### src/rtl/lsu_mem_stage_pkg.sv
// Shared configuration, ISA and CPU types for the load/store unit, plus the
// lane/alignment helpers used when an op is accepted.
package cpu_config;
    localparam int XLEN = 32;
endpackage

package riscv_types;
    typedef logic [4:0] rs_addr_t;
endpackage

package cpu_types;
    typedef enum logic [2:0] {
        LSU_LB, LSU_LH, LSU_LW, LSU_LBU, LSU_LHU, LSU_SB, LSU_SH, LSU_SW
    } lsu_op_t;

    typedef enum logic [1:0] {
        ST_IDLE, ST_REQ, ST_RESP
    } lsu_state_t;
endpackage

package lsu_mem_stage_pkg;
    import cpu_config::*;
    import cpu_types::*;

    function automatic logic lsu_is_load(input lsu_op_t op);
        return (op == LSU_LB) || (op == LSU_LH) || (op == LSU_LW) ||
               (op == LSU_LBU) || (op == LSU_LHU);
    endfunction

    function automatic logic lsu_misaligned(input lsu_op_t op, input logic [1:0] off);
        logic bad;
        case (op)
            LSU_LH, LSU_LHU, LSU_SH: bad = off[0];
            LSU_LW, LSU_SW:          bad = |off;
            default:                 bad = 1'b0;
        endcase
        return bad;
    endfunction

    function automatic logic [XLEN/8-1:0] lsu_byte_en(input lsu_op_t op, input logic [1:0] off);
        logic [XLEN/8-1:0] be;
        case (op)
            LSU_LB, LSU_LBU, LSU_SB: be = 4'b0001 << off;
            LSU_LH, LSU_LHU, LSU_SH: be = 4'b0011 << off;
            default:                 be = 4'b1111;
        endcase
        return be;
    endfunction

    // Store data is replicated so every candidate lane carries it; be selects.
    function automatic logic [XLEN-1:0] lsu_store_data(input lsu_op_t op, input logic [XLEN-1:0] data);
        logic [XLEN-1:0] lanes;
        case (op)
            LSU_SB:  lanes = {4{data[7:0]}};
            LSU_SH:  lanes = {2{data[15:0]}};
            default: lanes = data;
        endcase
        return lanes;
    endfunction
endpackage

### src/rtl/lsu_mem_stage_load_align.sv
// Extracts the addressed byte/halfword/word from a bus word and extends it.
module lsu_load_align
    import cpu_config::*, cpu_types::*;
(
    input  logic [XLEN-1:0] rdata,
    input  logic [1:0]      offset,
    input  lsu_op_t         op,
    output logic [XLEN-1:0] result
);
    logic [XLEN-1:0] shifted;

    assign shifted = rdata >> {offset, 3'b000};

    always_comb begin
        result = shifted;
        case (op)
            LSU_LB:  result = {{(XLEN-8){shifted[7]}}, shifted[7:0]};
            LSU_LBU: result = {{(XLEN-8){1'b0}}, shifted[7:0]};
            LSU_LH:  result = {{(XLEN-16){shifted[15]}}, shifted[15:0]};
            LSU_LHU: result = {{(XLEN-16){1'b0}}, shifted[15:0]};
            default: result = shifted;
        endcase
    end
endmodule

### src/rtl/lsu_mem_stage.sv
// Memory stage of the load/store unit: one outstanding bus access at a time,
// with alignment checks, a per-access timeout and flush-driven writeback kill.
module lsu_mem_stage
    import cpu_config::*, riscv_types::*, cpu_types::*, lsu_mem_stage_pkg::*;
#(
    parameter int MAX_WAIT = 255
) (
    input  logic              clk,
    input  logic              rst,
    input  logic              in_valid,
    output logic              in_ready,
    input  lsu_op_t           in_op,
    input  logic [XLEN-1:0]   in_addr,
    input  logic [XLEN-1:0]   in_wdata,
    input  rs_addr_t          in_rd_addr,
    input  logic              in_rd_en,
    input  logic              flush,
    output logic              dmem_req,
    output logic              dmem_we,
    output logic [XLEN-1:0]   dmem_addr,
    output logic [XLEN/8-1:0] dmem_be,
    output logic [XLEN-1:0]   dmem_wdata,
    input  logic              dmem_gnt,
    input  logic              dmem_rvalid,
    input  logic              dmem_err,
    input  logic [XLEN-1:0]   dmem_rdata,
    output logic [XLEN-1:0]   lsu_res,
    output logic              lsu_res_en,
    output rs_addr_t          rd_addr_o,
    output logic              rd_en_o,
    output logic              misalign_o,
    output logic              bus_err_o
);
    localparam int CNT_W = $clog2(MAX_WAIT + 1);

    lsu_state_t        state;
    logic [CNT_W-1:0]  wait_cnt;
    logic              kill_q;
    lsu_op_t           op_q;
    logic [XLEN-1:0]   addr_q;
    logic [XLEN-1:0]   wdata_q;
    logic [XLEN/8-1:0] be_q;
    rs_addr_t          rd_q;
    logic              rd_en_q;
    logic              accept;
    logic              timeout;
    logic              wb_ok;
    logic [XLEN-1:0]   load_res;

    assign in_ready = (state == ST_IDLE) && !rst;
    assign accept   = in_valid && in_ready && !flush;
    assign timeout  = (wait_cnt == CNT_W'(MAX_WAIT - 1));
    assign wb_ok    = lsu_is_load(op_q) && rd_en_q && (rd_q != '0) && !kill_q && !flush;

    // Bus request fields come straight from the latched op and are held until gnt.
    assign dmem_req   = (state == ST_REQ);
    assign dmem_we    = dmem_req && !lsu_is_load(op_q);
    assign dmem_addr  = dmem_req ? {addr_q[XLEN-1:2], 2'b00} : '0;
    assign dmem_be    = dmem_req ? be_q : '0;
    assign dmem_wdata = dmem_req ? wdata_q : '0;

    lsu_load_align u_load_align (
        .rdata  (dmem_rdata),
        .offset (addr_q[1:0]),
        .op     (op_q),
        .result (load_res)
    );

    always_ff @(posedge clk) begin
        if (accept) begin
            op_q    <= in_op;
            addr_q  <= in_addr;
            wdata_q <= lsu_store_data(in_op, in_wdata);
            be_q    <= lsu_byte_en(in_op, in_addr[1:0]);
            rd_q    <= in_rd_addr;
            rd_en_q <= in_rd_en;
        end
    end

    always_ff @(posedge clk) begin
        if (rst) begin
            state      <= ST_IDLE;
            wait_cnt   <= '0;
            kill_q     <= 1'b0;
            lsu_res    <= '0;
            lsu_res_en <= 1'b0;
            rd_addr_o  <= '0;
            rd_en_o    <= 1'b0;
            misalign_o <= 1'b0;
            bus_err_o  <= 1'b0;
        end else begin
            lsu_res_en <= 1'b0;
            rd_en_o    <= 1'b0;
            misalign_o <= 1'b0;
            bus_err_o  <= 1'b0;
            case (state)
                ST_IDLE: begin
                    if (accept) begin
                        if (lsu_misaligned(in_op, in_addr[1:0])) begin
                            misalign_o <= 1'b1;
                        end else begin
                            state    <= ST_REQ;
                            wait_cnt <= '0;
                            kill_q   <= 1'b0;
                        end
                    end
                end
                ST_REQ: begin
                    wait_cnt <= wait_cnt + CNT_W'(1);
                    // A grant wins over a coincident flush: the response must still be drained.
                    if (dmem_gnt) begin
                        state <= ST_RESP;
                        if (flush) kill_q <= 1'b1;
                    end else if (flush) begin
                        state <= ST_IDLE;
                    end else if (timeout) begin
                        state     <= ST_IDLE;
                        bus_err_o <= 1'b1;
                    end
                end
                ST_RESP: begin
                    wait_cnt <= wait_cnt + CNT_W'(1);
                    if (dmem_rvalid) begin
                        state <= ST_IDLE;
                        if (dmem_err) begin
                            bus_err_o <= 1'b1;
                        end else if (wb_ok) begin
                            lsu_res    <= load_res;
                            lsu_res_en <= 1'b1;
                            rd_addr_o  <= rd_q;
                            rd_en_o    <= 1'b1;
                        end
                    end else begin
                        if (flush) kill_q <= 1'b1;
                        if (timeout) begin
                            state     <= ST_IDLE;
                            bus_err_o <= 1'b1;
                        end
                    end
                end
                default: state <= ST_IDLE;
            endcase
        end
    end
endmodule

### config.mk
export PLATFORM = sky130hd
export DESIGN_NAME = lsu_mem_stage
export DESIGN_NICKNAME = d
export VERILOG_FILES = /design/src/rtl/lsu_mem_stage_pkg.sv /design/src/rtl/lsu_mem_stage_load_align.sv /design/src/rtl/lsu_mem_stage.sv
export SDC_FILE = /design/constraint.sdc
export NUM_CORES = 1
export LEC_CHECK = 0
export CORE_MARGIN = 5
export CORE_UTILIZATION = 46
export CTS_BUF_LIST = sky130_fd_sc_hd__clkbuf_8
export DETAILED_ROUTE_END_ITERATION = 6
export GPL_TIMING_DRIVEN = 0
export PLACE_DENSITY_LB_ADDON = 0.2
export SYNTH_ARGS = -nofsm -noshare
export SYNTH_HDL_FRONTEND = slang
export SYNTH_SLANG_ARGS = --single-unit
export TNS_END_PERCENT = 20
### constraint.sdc
create_clock -name clk -period 4.19 [get_ports clk]
set_input_delay 1.0475 -clock clk [delete_from_list [all_inputs] [get_ports clk]]
set_output_delay 1.0475 -clock clk [all_outputs]
set_load 0.02 [all_outputs]
After elaboration in Yosys (flattened, before gate mapping):

Cells that the tools add are included.

* register bits after elaboration: 128
* output and inout bits: 112
* logic and storage cells: 108

* $add $sub $neg: 1
* equality and inequality tests: 18
* shifts and indexed selects: 3
* multiplexer cells: 34
* bitwise gates (word level): 5
* reduce and logical (&&, ||, !) cells: 33

Operators by type and width (count)
* $pmux W32 S4: 1
* $mux W32: 2
* $pmux W32 S2: 1
* $shr A32 B5 Y32: 1
* $mux W8: 2
* $pmux W8 S2: 1
* $eq A3 B3 Y1 const B: 5
* $mux W1: 15
* $eq A3 B2 Y1 const B: 4
* $mux W2: 6
* $reduce_or A3 Y1: 3
* $add A8 B1 Y8 const B: 1
* $eq A8 B8 Y1 const B: 1
* $logic_and A1 B1 Y1: 8
* $pmux W4 S2: 1
* $eq A3 B1 Y1 const B: 2
* $logic_not A3 Y1: 2
* $ne A2 B2 Y1 const B: 3
* $pmux W2 S3: 1
* $reduce_or A2 Y1: 3
* $not A1 Y1: 5
* $reduce_and A5 Y1: 1
* $reduce_bool A5 Y1: 1
* $logic_not A1 Y1: 4
* 16 further kinds: 20

Longest topological paths before layout:

Gate-level depths: netlist of the first run.

* depth in word-level cells: 10
* depth in mapped cells: 8
* gate-level depth less buffers: 7

Hierarchy:

Synthesis of the first run repeated with hierarchy kept, for this count alone.

* cell total of the unflattened synthesis: 620
* area total of the unflattened synthesis: 6241.0 um2

By module, submodules not included
* lsu_mem_stage: instances 1, cells an instance 507, area an instance 5477.8 um2, sequential area each 3333.2 um2
* lsu_load_align: instances 1, cells an instance 113, area an instance 763.2 um2, sequential area each 0.0 um2

Least setup slack after synthesis of the first run:

No wires, ideal clock.

* path type: input to register
* start point: input port rst
* end point: register addr_q[0] (enable)
* arrival time: 3231 ps
* data required time: 3746 ps
* slack: 515 ps
* stages: 3
* buffers on the path: 1
* cell sequence: buf_2 nor3b_1 and2_1

* word-level cells in the longest chain between the ends: 4

Ends and longest elaborated chain
* start, declared: RTL line lsu_mem_stage.sv:9 `input logic rst,`
* $logic_not A1 Y1: RTL line lsu_mem_stage.sv:50 `assign in_ready = (state == ST_IDLE) && !rst;`
* $logic_and A1 B1 Y1: RTL line lsu_mem_stage.sv:50
* $logic_and A1 B1 Y1 (2 in series): RTL line lsu_mem_stage.sv:51 `assign accept = in_valid && in_ready && !flush;`
* via accept: RTL line lsu_mem_stage.sv:45 `logic accept;`
* end signal, assigned: RTL line lsu_mem_stage.sv:72 `addr_q <= in_addr;`
* end, declared: RTL line lsu_mem_stage.sv:40 `logic [XLEN-1:0] addr_q;`

The timed path passes the listed nets, and every way through them passes these cells.
A chain may end at the register's enable or synchronous reset.

Worst setup path after layout of the first run:

* start point: register state[1]
* end point: output port dmem_wdata[21]

* word-level cells in the longest chain between the ends: 2

Ends and longest elaborated chain
* start, declared: RTL line lsu_mem_stage.sv:36 `lsu_state_t state;`
* start signal, assigned: RTL line lsu_mem_stage.sv:82 `state <= ST_IDLE;`
* start signal, assigned: RTL line lsu_mem_stage.sv:102 `state <= ST_REQ;`
* start signal, assigned: RTL line lsu_mem_stage.sv:112 `state <= ST_RESP;`
* $eq A2 B1 Y1: RTL line lsu_mem_stage.sv:56 `assign dmem_req = (state == ST_REQ);`
* $mux W32: RTL line lsu_mem_stage.sv:60 `assign dmem_wdata = dmem_req ? wdata_q : '0;`
* end, declared: RTL line lsu_mem_stage.sv:22 `output logic [XLEN-1:0] dmem_wdata,`

Every way passes these cells.

==> results_dict.tcl, run 1 <==
set metrics [dict create \
    status "complete, no violations" \
    fmax_mhz 255.7 \
    worst_pin_slew_ps 785.7 \
    die_y_um 123.9 \
    met1_usage_pct 26.53 \
    die_width_um 123.9 \
    clk_pin_slew_worst_paths_ps 80 \
    use_met3_pct 5.313 \
    clock_latency_ps 440 \
    power_density_nw_per_um2 357.2 \
    startpoint_type "flip-flop" \
    netlist_area_um2 5969 \
    die_area_um2 15350 \
    gp_congestion 0.8289 \
    area_delta_synth_final_pct 48.63 \
    finish.utilization_pct 70.02 \
    portBuffers 220 \
    placementRows 41 \
    grt-ovfl-total 0 \
    worstRegToRegCells 6 \
    use_met2_pct 38.90 \
    track_usage_pct 22.34 \
    slew_headroom_pct 46.79 \
    crit_slowest_cell "clkdlybuf4s50_1" \
    ios 224 \
    setup_viol_count_final 0 \
    critical-path-top-delay-family "buffers and inverters" \
    cpPeakStageDelay_ps 610 \
    core_area_um2 12670 \
    start_util_pct 47.11 \
    synth-seq-area-share_pct 55.84 \
    crit_arrival_ps 2860 \
    setup_tns_ps 0 \
    min_path_cells 2 \
    ys_seq_elements 128 \
    crit_chain "inv_1 > ha_1 > clkbuf_2 > clkbuf_1 > and2_1 > clkdlybuf4s50_1" \
    grt_pass1_vias 5221 \
    dpl.hpwl_um 13000 \
    tritoncts "done" \
    clock_sinks 128 \
    yosysUniqueCellTypes 49 \
    required_ps 3140 \
    cts-root-buf "clkbuf_8" \
    cts_buffers 17 \
    fin_crit_ps 3912 \
    nets 934 \
    hold_path_class "reg -> reg" \
    cp_max_fo 10 \
    antennaDiodeCount 0 \
    slew_viol_final 0 \
    synth-async-reset-ratio_pct 0 \
    hold_viol 0 \
    holdBufCountCts 0 \
    fillers 975 \
    vias 5228 \
    irDropWorstVdd_mv 0.2606 \
    fin_crit_sh_pct 93.35 \
    cts_setup_buffers 0 \
    drive_gt1_share_pct 8.926 \
    grt_pass1_wl_um 26110 \
    ys_warn_count 0 \
    synth_cells 575 \
    detail-route-antenna-nets 0 \
    clock_skew_ps 10.30 \
    rsz0062_at_grt "false" \
    dr.pass1.iters 5 \
    cp.depth 6 \
    path_class "reg -> out" \
    power_leakage_uw 0.003115 \
    grt_max_degree 53 \
    antenna_found_initial 0 \
    cp_num_buf_inv 4 \
    syn_avg_cell_area_um2 10.38 \
    synth-edff-count 77 \
    timing.max_cap.violations 0 \
    drcViolationCount 0 \
    busiest_layer "met2" \
    avgRoutedWirePerCell_um 17.09 \
    initialDrtViolationCount 419 \
    wl_um 17110 \
    htree_num_levels 4 \
    end_kind "output port" \
    clk_path_buf_depth 2 \
    vias_per_cell 5.223 \
    ys.flop_type "edfxtp_1" \
]
[tightest hold or removal path, delay by kind of cell, from the launching register on]
kind / cells / cell delay, ps
compound gates: 1 / 50
flops: 1 / 310
simple gates: 1 / 50
[worst paths after layout]
check,from,endpoint,slack (ps)
min reg2reg,rd_addr_o[2],rd_addr_o[2],460
max,state[1],dmem_wdata[21],280
max reg2reg,kill_q,lsu_res[30],1910
min,rd_addr_o[2],rd_addr_o[2],460
[synthesized netlist by cell type, types with 5 or more instances]
library cell	count	share of area, %
nand2_1	85	5.3
edfxtp_1	77	39
and2_1	72	7.5
dfxtp_1	51	17
nor2_1	40	2.5
a21oi_1	34	2.9
o21ai_0	26	2.2
a211oi_1	25	3.1
clkbuf_1	21	1.3
mux2i_1	18	3.0
mux2_2	16	3.0
nand2b_1	9	0.94
o211ai_1	9	1.1
o22ai_1	9	0.94
or2_2	8	0.84
buf_2	7	0.59
ha_1	6	1.3
inv_1	6	0.38
nor2b_1	5	0.52
nor3_1	5	0.42
[where the power goes]
group	switching [µW]	internal (µW)	total [µW]	leakage, µW
clock network	474	707	1180	0.000230
logic	308	294	602	0.00177
registers	10.3	1380	1390	0.00112
[final cells by class]
type / instances / area, µm² / share of cell area [%]
plain buffers: 33 / 152.6 / 1.720
clock buffers: 21 / 289.0 / 3.258
multi-input cells: 409 / 2469 / 27.82
repair buffers: 221 / 2230 / 25.13
clock inverters: 11 / 161.4 / 1.819
inverters: 6 / 22.52 / 0.2538
flip-flops and latches: 128 / 3333 / 37.57
well taps: 172 / 215.2 / 2.426
[metrics by stage]
stage	total power [µW]	area [µm²]	hold WS, ps	setup slack (ps)	cells
floorplan	1701	5973	458.5	515.2	576
global placement	2003	8391	446.5	-620.0	968
detailed placement	2016	8421	449.7	576.9	969
CTS	3190	8871	458.9	74.57	1001
global route	3293	8872	483.5	42.14	1001
finish	3169	8872	458.5	278.5	1001
[routing by layer]
metal / routed length [µm] / share of wire, %
met5: 0 / 0
met4: 353 / 2.1
met3: 1258 / 7.4
met2: 8874 / 52
met1: 6621 / 39
[sequential cells by signal, summed over array words and instances (netlist names)]
signal      flops
addr_q         32
lsu_res        32
wdata_q        32
wait_cnt        8
rd_addr_o       5
rd_q            5
be_q            4
op_q            3
state           2
bus_err_o       1
kill_q          1
misalign_o      1
rd_en_o         1
rd_en_q         1
[cells by family (layout without fill, tap and decap cells)]
group | Yosys count | after routing | share of synthesized area, %
other | 1 | 2 | 0.06282
AO/OA/AOI/OAI | 119 | 119 | 12.68
buffers and inverters | 39 | 292 | 2.913
AND/OR/NAND/NOR | 248 | 248 | 21.21
multiplexers | 34 | 34 | 6.036
adder cells (fa/ha/maj) | 6 | 6 | 1.258
flip-flops | 128 | 128 | 55.84
[cells in the final DEF, fill, tap and decap left out, drive strengths merged, types with 2 or more instances in the layout]
master,instances
nor3,6
conb,2
o41ai,2
nand2b,9
or2,8
nand2,85
inv,8
nor3b,2
edfxtp,77
a21oi,34
clkdlybuf4s50,220
or3,4
o211ai,9
clkbuf,42
and2,72
mux2i,18
clkinvlp,2
o21a,3
ha,6
o22ai,9
nand4,2
o31ai,2
bufinv,4
buf,13
mux2,16
or4,2
nand3,4
or3b,3
nor2,40
a22oi,3
dfxtp,51
a211oi,25
nor2b,5
clkinv,3
o21ai,28
[repair_timing]
item / CTS / global route
endpoints found under the setup margin: 0 / 20
resized for setup: 0 / 2
endpoints found under the hold margin: 0 / 0
No activity file was read; power rests on OpenSTA's default activity.
==> run 2: changes to the inputs <==
--- a/config.mk
+++ b/config.mk
@@ -10,6 +10,7 @@
 export CTS_BUF_LIST = sky130_fd_sc_hd__clkbuf_8
 export DETAILED_ROUTE_END_ITERATION = 6
 export GPL_TIMING_DRIVEN = 0
+export MAX_ROUTING_LAYER = met4
 export PLACE_DENSITY_LB_ADDON = 0.2
 export SYNTH_ARGS = -nofsm -noshare
 export SYNTH_HDL_FRONTEND = slang
==> run 2 against run 1 <==
Effect of this change: critical path depth is the same; cell count is the same; largest power group unchanged; global-route usage grew 0.65 points.
==> results_dict.tcl, run 2 (synthesis gave the netlist of run 1 again) <==
set metrics [dict create \
    status "complete, no violations" \
    portBuffers 220 \
    timing.max_cap.violations 0 \
    worst_pin_slew_ps 801.4 \
    antenna_found_initial 0 \
    r2r_slack_ps 1900 \
    holdBufCountCts 0 \
    fin_crit_ps 3941 \
    slew_viol_final 0 \
    cts-resized-gates 0 \
    fin_ws_ps 249.0 \
    clk_path_buf_depth 2 \
    clk_pin_slew_worst_paths_ps 80 \
    core_area_um2 12670 \
    placementRows 41 \
    setup_tns_ps 0 \
    rsz0062_at_grt "false" \
    crit_slowest_cell "clkdlybuf4s50_1" \
    setup_viol_count_final 0 \
    fillers 975 \
    layout_commonest_cell "clkdlybuf4s50_1" \
    dpl_worst_slack_ps 576.9 \
    vias_per_cell 5.180 \
    hold_viol 0 \
    p_sw_share_pct 25.05 \
    grt_max_degree 53 \
    cp_num_buf_inv 4 \
    startpoint_type "flip-flop" \
    p_sw_uw 794.3 \
    end_kind "output port" \
    wl_um 17130 \
    hold_slack_ps 460.5 \
    cts-root-buf "clkbuf_8" \
    crit_end "dmem_wdata[23]" \
    cts_buffers 17 \
    place_inst 969 \
    vias 5185 \
    tritoncts "done" \
    path_class "reg -> out" \
    nets 934 \
    final_cell_mix "clkdlybuf4s50_1 (220), nand2_1 (85), edfxtp_1 (77)" \
    crit_chain "inv_1 > ha_1 > clkbuf_2 > clkbuf_1 > and2_1 > clkdlybuf4s50_1" \
    die_area_um2 15350 \
    clock_sinks 128 \
    fin_crit_sh_pct 94.06 \
    avgRoutedWirePerCell_um 17.12 \
    critical-path-top-delay-family "buffers and inverters" \
    irDropWorstVdd_mv 0.2624 \
    die_y_um 123.9 \
    largestRegisters "addr_q (32), lsu_res (32), wdata_q (32)" \
    die_width_um 123.9 \
    power.share.sequential_pct 43.7 \
    htree_num_levels 4 \
    dr.pass1.iters 5 \
    dpl.hpwl_um 13000 \
    power_density_nw_per_um2 357.4 \
    detail-route-antenna-nets 0 \
    ios 224 \
    grt_pass1_vias 5214 \
    p_int_uw 2377 \
    gp_congestion 0.8416 \
    cp_max_fo 10 \
    start_util_pct 47.11 \
    clock_skew_ps 10.52 \
    combPwrFrac_pct 19.0 \
    drive_gt1_share_pct 8.926 \
    cp.depth 6 \
    power_leakage_uw 0.003115 \
    worstRegToRegCells 6 \
    drcViolationCount 0 \
    grt_pass1_wl_um 26120 \
    cts_setup_buffers 0 \
    critPathLaunch "state[1]" \
    design_area_um2 8872 \
    timing.rr.start "kill_q" \
    area_delta_synth_final_pct 48.63 \
    r2r_end "lsu_res[30]" \
    crit_arrival_ps 2890 \
    fmax_mhz 253.7 \
    p_clk_share_pct 37.3 \
    stdcell_count 1001 \
    place_area_um2 8421 \
    clock_latency_ps 440 \
    slew_headroom_pct 45.73 \
    initialDrtViolationCount 411 \
    track_usage_pct 22.99 \
    hold_path_class "reg -> reg" \
    grt-ovfl-total 0 \
    antennaDiodeCount 0 \
    required_ps 3140 \
    cpPeakStageDelay_ps 620 \
]
-- run 2: cell counts in the layout (fill, tap and decap cells not counted) --
Identical to the previous run, type by type.
-- run 2: how the worst min path moves through the flow --
stage,startpoint,endpoint,cells past startpoint
4_1_cts,rd_addr_o[2],rd_addr_o[2],2
2_1_floorplan,wait_cnt[7],wait_cnt[7],2
3_3_place_gp,rd_addr_o[2],rd_addr_o[2],2
6_report,rd_addr_o[2],rd_addr_o[2],2
3_5_place_dp,rd_addr_o[2],rd_addr_o[2],2
5_1_grt,lsu_res[7],lsu_res[7],2
-- run 2: per-layer routing --
metal | vias to the layer above | track usage, % | share of wire, %
met2 | 173 | 38.97 | 52
met3 | 22 | 4.905 | 6.6
met1 | 2471 | 26.76 | 40
li1 | 2519 | - | -
met5 | - | - | 0
met4 | 0 | 9.172 | 1.8
-- run 2: layout make-up --
class	instances	area [µm²]	area share (%)
Inverter	6	22.52	0.2538
Sequential cell	128	3333	37.57
Tap cell	172	215.2	2.426
Multi-Input combinational cell	409	2469	27.82
Timing Repair Buffer	221	2230	25.13
Clock inverter	11	161.4	1.819
Clock buffer	21	289.0	3.258
Buffer	33	152.6	1.720
-- run 2: stage by stage --
stage | utilization [%] | total power [µW]
2_1_floorplan | - | 1701
3_3_place_gp | 66.22 | 2003
3_5_place_dp | 66.46 | 2016
4_1_cts | 70.01 | 3190
5_1_grt | 70.02 | 3293
6_report | 70.02 | 3171
-- run 2: power by group through the flow --
stage,combinational (µW),sequential [µW],clock [µW]
4_1_cts,605,1390,1200
2_1_floorplan,286,1410,0
5_1_grt,646,1390,1260
6_report,604,1390,1180
3_5_place_dp,602,1410,0
3_3_place_gp,587,1420,0
-- run 2: worst reg2reg max path, stage by stage (launching register included) --
cell and delay (ps):
dfxtp_1 320, or4b_4 540, nor3_4 270, o21ai_2 210, a311oi_4 510, buf_6 210, a211oi_1 80
==> run 3: changes to the inputs <==
--- a/config.mk
+++ b/config.mk
@@ -5,6 +5,7 @@
 export SDC_FILE = /design/constraint.sdc
 export NUM_CORES = 1
 export LEC_CHECK = 0
+export CORE_ASPECT_RATIO = 1.75
 export CORE_MARGIN = 5
 export CORE_UTILIZATION = 46
 export CTS_BUF_LIST = sky130_fd_sc_hd__clkbuf_8
==> constraint.sdc (replaced) <==
create_clock -name clk -period 4.5 [get_ports clk]
set_input_delay 1.125 -clock clk [delete_from_list [all_inputs] [get_ports clk]]
set_output_delay 1.125 -clock clk [all_outputs]
set_load 0.02 [all_outputs]
==> run 3 against run 2 <==
Effect of this change: worst setup slack better by 170 ps; non-clock buffer count unchanged; combinational power shrank 6.0%; routed wire length rose by 5.2%; clock power is 14% lower; largest cell class unchanged; sequential power is 7% lower; die area rose by 0.59%.
==> results_dict.tcl, run 3 (synthesis gave the netlist of run 1 again) <==
set metrics [dict create \
    status "complete, no violations" \
    power_density_nw_per_um2 326.8 \
    r2r_end "lsu_res[24]" \
    layout_commonest_cell "clkdlybuf4s50_1" \
    r2r_slack_ps 2170 \
    nets 934 \
    irDropWorstVdd_mv 0.2574 \
    rsz0062_at_grt "false" \
    start_util_pct 46.39 \
    fmax_mhz 244.9 \
    vias_per_cell 5.257 \
    end_kind "output port" \
    core_area_um2 12870 \
    grt-ovfl-total 0 \
    grt_pass1_wl_um 27670 \
    place_area_um2 8419 \
    clock_latency_ps 440 \
    vias 5257 \
    hold_viol 0 \
    worstRegToRegCells 6 \
    cts-resized-gates 0 \
    drive_gt1_share_pct 8.685 \
    cts_setup_buffers 0 \
    clock_skew_ps 11.86 \
    cts_buffers 17 \
    detail-route-antenna-nets 0 \
    crit_arrival_ps 2960 \
    antenna_found_initial 0 \
    fin_crit_ps 4083 \
    slew_headroom_pct 48.83 \
    stdcell_count 1000 \
    slew_viol_final 0 \
    cts-root-buf "clkbuf_8" \
    drcViolationCount 0 \
    die_area_um2 15450 \
    path_class "reg -> out" \
    area_delta_synth_final_pct 47.77 \
    portBuffers 220 \
    avgRoutedWirePerCell_um 18.03 \
    clk_pin_slew_worst_paths_ps 70 \
    die_y_um 160.7 \
    track_usage_pct 24.48 \
    htree_num_levels 4 \
    startpoint_type "flip-flop" \
    grt_max_degree 51 \
    wl_um 18030 \
    ios 224 \
    largestRegisters "addr_q (32), lsu_res (32), wdata_q (32)" \
    cp_max_fo 10 \
    power_leakage_uw 0.003072 \
    fin_crit_sh_pct 90.73 \
    holdBufCountCts 0 \
    gp_congestion 1.008 \
    clk_path_buf_depth 2 \
    initialDrtViolationCount 274 \
    dpl.hpwl_um 14190 \
    tritoncts "done" \
    final_cell_mix "clkdlybuf4s50_1 (220), nand2_1 (85), edfxtp_1 (77)" \
    die_width_um 96.12 \
    place_inst 968 \
    required_ps 3380 \
    timing.max_cap.violations 0 \
    design_area_um2 8821 \
    hold_path_class "reg -> reg" \
    timing.rr.start "kill_q" \
    dr.pass1.iters 5 \
    critPathLaunch "state[1]" \
    power_uw 2883 \
    grt_pass1_vias 5556 \
    setup_viol_count_final 0 \
    finish.utilization_pct 68.55 \
    crit_end "dmem_wdata[18]" \
    clock_sinks 128 \
    fillers 1019 \
    worst_pin_slew_ps 755.6 \
    placementRows 55 \
    antennaDiodeCount 0 \
]
## run 3: metal layers
| metal | global-route usage [%] | wire length, µm | up-vias |
|---|---|---|---|
| li1 | - | - | 2515 |
| met1 | 22.58 | 5857 | 2445 |
| met2 | 43.19 | 9743 | 240 |
| met3 | 7.498 | 1444 | 57 |
| met4 | 13.47 | 986 | 0 |
| met5 | - | 0 | - |
## run 3: critical path, stage by stage, from the launching register on
cell	delay, ps
dfxtp_1	350
inv_1	120
ha_1	440
clkbuf_1	440
clkbuf_1	350
and2_1	190
clkdlybuf4s50_1	620
## run 3: per-stage QoR
stage               TNS [ps]  hold WS, ps  setup slack [ps]
floorplan                  0        458.5             747.7
global placement      -25210        445.1            -335.1
detailed placement         0        454.5             817.1
CTS                        0        465.1             329.9
global route               0        487.8             172.0
finish                     0        461.9             417.2
## run 3: where the power goes
group | internal, µW | switching (µW)
Clock | 543 | 481
Sequential | 1280 | 10.5
Combinational | 274 | 295
## run 3: how the worst min path moves through the flow
| stage | start | to | cells after the start | slack (ps) |
|---|---|---|---|---|
| after floorplan | wait_cnt[7] | wait_cnt[7] | 2 | 460 |
| after global placement | lsu_res[4] | lsu_res[4] | 2 | 450 |
| after detailed placement | lsu_res[2] | lsu_res[2] | 2 | 450 |
| after CTS | lsu_res[2] | lsu_res[2] | 2 | 470 |
| after global routing | lsu_res[2] | lsu_res[2] | 2 | 490 |
| final | rd_addr_o[4] | rd_addr_o[4] | 2 | 460 |
## run 3: area by class of cell
cell class / instances / area (µm²) / share of cell area [%]
Clock buffer: 17 / 234.0 / 2.652
Sequential cell: 128 / 3333 / 37.79
Multi-Input combinational cell: 409 / 2469 / 27.99
Inverter: 6 / 22.52 / 0.2553
Clock inverter: 15 / 167.7 / 1.901
Timing Repair Buffer: 221 / 2230 / 25.28
Tap cell: 171 / 214.0 / 2.426
Buffer: 33 / 151.4 / 1.716
